--- src/rtl/mem_arbiter.sv ---
// Fixed-priority (D over IF) arbiter for a unified byte-addressed memory port, with an IF
// starvation guard and address legality checking. Defining MEM_ARB_STATS_EN adds grant/stall counters.
module mem_arbiter #(
   parameter int unsigned       AWIDTH       = 32,
   parameter int unsigned       DWIDTH       = 32,
   parameter logic [AWIDTH-1:0] BASE_ADDR    = AWIDTH'(32'h0100_0000),
   parameter int unsigned       MEM_BYTES    = 65536,
   parameter int unsigned       STARVE_LIMIT = 4
) (
   input  logic              clk,
   input  logic              rst,
   input  logic              if_req_i,
   input  logic [AWIDTH-1:0] if_addr_i,
   output logic              if_gnt_o,
   output logic              if_rvalid_o,
   output logic [DWIDTH-1:0] if_rdata_o,
   output logic              if_err_o,
   input  logic              d_req_i,
   input  logic              d_we_i,
   input  logic [AWIDTH-1:0] d_addr_i,
   input  logic [DWIDTH-1:0] d_wdata_i,
   output logic              d_gnt_o,
   output logic              d_rvalid_o,
   output logic [DWIDTH-1:0] d_rdata_o,
   output logic              d_err_o,
   output logic [AWIDTH-1:0] mem_addr_o,
   output logic [DWIDTH-1:0] mem_data_o,
   output logic              mem_read_en_o,
   output logic              mem_write_en_o,
   input  logic [DWIDTH-1:0] mem_data_i,
   output logic [31:0]       stat_if_cnt_o,
   output logic [31:0]       stat_d_cnt_o,
   output logic [31:0]       stat_stall_cnt_o
);

   localparam int unsigned EW = AWIDTH + 1;
   localparam int unsigned SW = $clog2(STARVE_LIMIT + 1);
   localparam logic [SW-1:0] STARVE_MAX = SW'(STARVE_LIMIT);
   // One extra bit so the window end cannot wrap for windows near the top of the address space.
   localparam logic [EW-1:0] ADDR_LO = {1'b0, BASE_ADDR};
   localparam logic [EW-1:0] ADDR_HI = ADDR_LO + EW'(MEM_BYTES) - EW'(4);

   logic [SW-1:0]     starve_cnt_q, starve_cnt_d;
   logic              if_rvalid_q, if_rvalid_d;
   logic              if_err_q, if_err_d;
   logic [DWIDTH-1:0] if_rdata_q, if_rdata_d;
   logic              d_rvalid_q, d_rvalid_d;
   logic              d_err_q, d_err_d;
   logic [DWIDTH-1:0] d_rdata_q, d_rdata_d;

   logic              if_gnt, d_gnt;
   logic [AWIDTH-1:0] gnt_addr;
   logic              gnt_legal;
   logic              gnt_we;

   // Grant selection; nothing is granted while reset is asserted.
   always_comb begin
      if_gnt = 1'b0;
      d_gnt  = 1'b0;
      if (rst) begin
         if (if_req_i && (starve_cnt_q >= STARVE_MAX)) begin
            if_gnt = 1'b1;
         end else if (d_req_i) begin
            d_gnt = 1'b1;
         end else if (if_req_i) begin
            if_gnt = 1'b1;
         end
      end
   end

   // Legality check, memory port drive and next-cycle response.
   always_comb begin
      gnt_addr  = d_gnt ? d_addr_i : if_addr_i;
      gnt_we    = d_gnt & d_we_i;
      gnt_legal = (gnt_addr[1:0] == 2'b00)
                  && ({1'b0, gnt_addr} >= ADDR_LO)
                  && ({1'b0, gnt_addr} <= ADDR_HI);

      mem_addr_o     = BASE_ADDR;
      mem_data_o     = '0;
      mem_read_en_o  = 1'b0;
      mem_write_en_o = 1'b0;
      if ((if_gnt || d_gnt) && gnt_legal) begin
         mem_addr_o = gnt_addr;
         if (gnt_we) begin
            mem_write_en_o = 1'b1;
            mem_data_o     = d_wdata_i;
         end else begin
            mem_read_en_o = 1'b1;
         end
      end

      if_rvalid_d = if_gnt;
      if_err_d    = if_gnt & ~gnt_legal;
      if_rdata_d  = (if_gnt && gnt_legal) ? mem_data_i : '0;
      d_rvalid_d  = d_gnt;
      d_err_d     = d_gnt & ~gnt_legal;
      d_rdata_d   = (d_gnt && gnt_legal && !d_we_i) ? mem_data_i : '0;

      starve_cnt_d = '0;
      if (if_req_i && !if_gnt) begin
         starve_cnt_d = (starve_cnt_q == STARVE_MAX) ? starve_cnt_q : starve_cnt_q + SW'(1);
      end
   end

   always_ff @(posedge clk or negedge rst) begin
      if (!rst) begin
         starve_cnt_q <= '0;
         if_rvalid_q  <= 1'b0;
         if_err_q     <= 1'b0;
         if_rdata_q   <= '0;
         d_rvalid_q   <= 1'b0;
         d_err_q      <= 1'b0;
         d_rdata_q    <= '0;
      end else begin
         starve_cnt_q <= starve_cnt_d;
         if_rvalid_q  <= if_rvalid_d;
         if_err_q     <= if_err_d;
         if_rdata_q   <= if_rdata_d;
         d_rvalid_q   <= d_rvalid_d;
         d_err_q      <= d_err_d;
         d_rdata_q    <= d_rdata_d;
      end
   end

   assign if_gnt_o    = if_gnt;
   assign d_gnt_o     = d_gnt;
   assign if_rvalid_o = if_rvalid_q;
   assign if_err_o    = if_err_q;
   assign if_rdata_o  = if_rdata_q;
   assign d_rvalid_o  = d_rvalid_q;
   assign d_err_o     = d_err_q;
   assign d_rdata_o   = d_rdata_q;

`ifdef MEM_ARB_STATS_EN
   logic [31:0] stat_if_q, stat_if_d;
   logic [31:0] stat_d_q, stat_d_d;
   logic [31:0] stat_stall_q, stat_stall_d;

   // Free-running counters, wrapping modulo 2^32.
   always_comb begin
      stat_if_d    = stat_if_q + 32'(if_gnt);
      stat_d_d     = stat_d_q + 32'(d_gnt);
      stat_stall_d = stat_stall_q + 32'((if_req_i & ~if_gnt) | (d_req_i & ~d_gnt));
   end

   always_ff @(posedge clk or negedge rst) begin
      if (!rst) begin
         stat_if_q    <= '0;
         stat_d_q     <= '0;
         stat_stall_q <= '0;
      end else begin
         stat_if_q    <= stat_if_d;
         stat_d_q     <= stat_d_d;
         stat_stall_q <= stat_stall_d;
      end
   end

   assign stat_if_cnt_o    = stat_if_q;
   assign stat_d_cnt_o     = stat_d_q;
   assign stat_stall_cnt_o = stat_stall_q;
`else
   assign stat_if_cnt_o    = '0;
   assign stat_d_cnt_o     = '0;
   assign stat_stall_cnt_o = '0;
`endif

endmodule

--- config.mk ---
export PLATFORM = sky130hd
export DESIGN_NAME = mem_arbiter
export DESIGN_NICKNAME = d
export VERILOG_FILES = /design/src/rtl/mem_arbiter.sv
export SDC_FILE = /design/constraint.sdc
export NUM_CORES = 1
export LEC_CHECK = 0
export ABC_AREA = 0
export CAP_MARGIN = 20
export CELL_PAD_IN_SITES_DETAIL_PLACEMENT = 0
export CELL_PAD_IN_SITES_GLOBAL_PLACEMENT = 2
export CORE_ASPECT_RATIO = 0.9
export CORE_MARGIN = 10
export CORE_UTILIZATION = 14
export DETAILED_ROUTE_END_ITERATION = 10
export PLACE_DENSITY_LB_ADDON = 0.1
export RECOVER_POWER = 25
export SYNTH_ARGS = -nofsm -noshare
export SYNTH_HDL_FRONTEND = slang
export SYNTH_SLANG_ARGS = --single-unit
--- constraint.sdc ---
create_clock -name clk -period 2.7 [get_ports clk]
set_clock_uncertainty 0.1 [all_clocks]
set_input_delay 0.81 -clock clk [delete_from_list [all_inputs] [get_ports clk]]
set_output_delay 0.81 -clock clk [all_outputs]
set_load 0.1 [all_outputs]
==> impl_metrics.toml <==
[outcome]
status = "finished with violations"
violations = "capacitance limit, slew limit, setup timing"

[worst_setup_path]
cp_max_fo = 8
worst-setup-path-type = "primary input to output pin"
required_ns = 1.79
crit_slowest_cell = "mux2_4"
worstSetupStartpointType = "primary input"
path_cells = "clkdlybuf4s25_1 > nand2_2 > or2_4 > inv_6 > buf_4 > mux2_4 > a21boi_4 > buf_12"
slowest_delay_ns = 0.37
cp-end-kind = "output pin"
cp.arrival_ns = 2.35

[synth]
ys_ff_latch = 71
synth_fa_ha_area_frac = 0.00619
yosysTopAreaCell = "dfrtp_1"
synth_top_family_by_area = "simple AND/OR/NAND/NOR gates"
async_flop_share = 1.00
yosys.area_share.simple = 0.267
yosysWarnings = 0
synth_area_um2 = 4040
synth_seq_area_share = 0.439
ys_types = 36
synthTopCellsByCount = "118 x buf_4, 97 x and2_1, 71 x dfrtp_1, 21 x nand2_1, 16 x nand3_1"
synth_area_leaders = "dfrtp_1 44%, buf_4 22%, and2_1 15%"
synthCells = 404
synth_compound_area_frac = 0.0384
synthFlopType = "dfrtp_1"
synth_edf_count = 0
synth_most_common_cell = "buf_4"
avgSynthCellArea_um2 = 10.0
synth_top_cell_area_share = 0.439
muxShareOfSynthArea = 0.00371
synthXorXnorAreaFrac = 0

[sta]
finalHoldViolations = 0
post-route-period-util = 1.21
timing_worst_slew_pin_value_ns = 1.65
slew_violations = 73
period_needed_ns = 3.26
setup_viol = 50
slew_headroom = -0.101
rsz0062_at_grt = "true"
fmax_mhz = 306
setup_ws_ns = -0.563

[finish]
post-route-cell-area_um2 = 8060
final_cells = 1061
nets = 831
post-route-util = 0.286
drive_above_1_share = 0.421
area_delta_synth_final_pct = 99.4
n_fill_cell = 2948

[detailed_routing]
drc = 0
wl_per_cell_um = 19.4
wl_mm = 20.5
vias_per_cell = 3.32
antenna_left = 0
dr.pass1.iters = 4
num_vias = 3520
drt-initial-drc-count = 50

[die]
die-area_um2 = 36100
fp.dieW_um = 199
start_util = 0.143
ios = 365
num_rows = 58
core_um2 = 28200
die_y_um = 181

[global_route]
grt_pass1_wl_mm = 27.9
grt_pass1_vias = 3886
antenna_found_initial = 0
grt_max_degree = 73
grt.overflow.total = 0
grt_usage = 0.106

[placement]
gp_congestion = 0.782
postPlaceCellArea_um2 = 7430
dp_hpwl_mm = 16.1
dp_cells = 1026
port_buffers = 250

[cts]
clk_pin_slew_worst_paths_ns = 0.05
clock_latency_ns = 0.34
cts_tree = "yes"
cts_inserted_buffers = 9
clock-sinks = 71
root_buffer = "clkbuf_16"
cts_buffer_depth = 2
cts_hold_buf = 0
h-tree-depth = 3

[pwr]
ir_drop_uv = 270
powerDensity_nw_per_um2 = 429
p_leak_uw = 0.00376

[flow_run]
maxCapViolCount = 1

[worst_hold_path]
min_path_type = "primary input to asynchronous set/reset pin"
-- layout by cell type (no fill, tap or decap), types with 8 or more instances in the layout --
cell	count
dfrtp_1	71
and2_1	64
clkdlybuf4s15_1	8
buf_2	13
buf_6	14
a21boi_4	14
buf_4	92
clkbuf_16	11
nand2_2	8
clkdlybuf4s50_1	95
buf_12	59
conb_1	114
and2_4	33
nand2_1	13
nand3_1	16
or3_4	14
-- state kept, by name (all words and copies together), names as in the netlist --
signal        count
d_err_o           1
d_rdata_o        32
d_rvalid_o        1
if_err_o          1
if_rdata_o       32
if_rvalid_o       1
starve_cnt_q      3
-- report_power, final --
group / internal (uW) / switching, uW
clock: 859 / 457
sequential: 1070 / 3.39
combinational: 223 / 845
-- layout make-up --
class | count | area [um^2] | share of cell area
diodes | 1 | 2.50 | 0.000310
clock buffers | 11 | 253 | 0.0313
clock inverters | 4 | 77.6 | 0.00962
inverters | 3 | 16.3 | 0.00202
multi-input cells | 313 | 2150 | 0.267
flip-flops and latches | 71 | 1780 | 0.220
well taps | 360 | 450 | 0.0559
repair buffers | 298 | 3340 | 0.414
-- worst paths after layout --
path	start	endpoint	slack, ns	depth (start not counted)
worst max register to register	starve_cnt_q[2]	if_rdata_o[18]	0.83	8
worst max-delay path	d_req_i	mem_addr_o[8]	-0.56	8
max in group asynchronous	rst	d_rdata_o[21]	0.42	3
min in group clk	starve_cnt_q[1]	starve_cnt_q[1]	0.48	2
worst min-delay path	rst	if_rvalid_o	0.30	2
worst min register to register	starve_cnt_q[1]	starve_cnt_q[1]	0.48	2
-- worst max-delay path, delay by kind of cell --
family | cells | cell delay (ns)
AO/OA/AOI/OAI | 1 | 0.17
AND/OR/NAND/NOR | 2 | 0.32
multiplexers | 1 | 0.37
buffers and inverters | 4 | 0.66
-- per-layer routing --
metal | track usage | wire (um)
met5 | 0 | 0
met4 | 0.0156 | 127
met3 | 0.0476 | 2100
met2 | 0.196 | 10700
met1 | 0.109 | 7590
-- through the flow --
step / power (uW) / TNS [ns] / hold slack (ns) / setup WS [ns]
3_3_place_gp: 2130 / -51.13 / 0.460 / -0.897
5_1_grt: 3590 / -29.44 / 0.292 / -0.644
2_1_floorplan: 1990 / -17.84 / 0.414 / -0.608
6_report: 3460 / -25.50 / 0.301 / -0.563
3_5_place_dp: 2130 / -49.85 / 0.481 / -0.900
4_1_cts: 3480 / -26.59 / 0.285 / -0.654
-- repair_timing --
action                                  4_1_cts  5_1_grt
endpoints found under the setup margin       50       50
gates cloned                                  5        2
gates resized for setup                     141       28
pin swaps                                    52       19
setup buffers                                17        0
-- cells by family (layout without fill, tap and decap cells) --
group	after synthesis	count (layout)
and+or+nand+nor	173	173
buffers and inverters	133	316
DFF	71	71
AOI/OAI and AO/OA	22	22
adders and majority gates	2	2
other	2	115
muxes	1	2
Power figures use the tool's default switching activity.
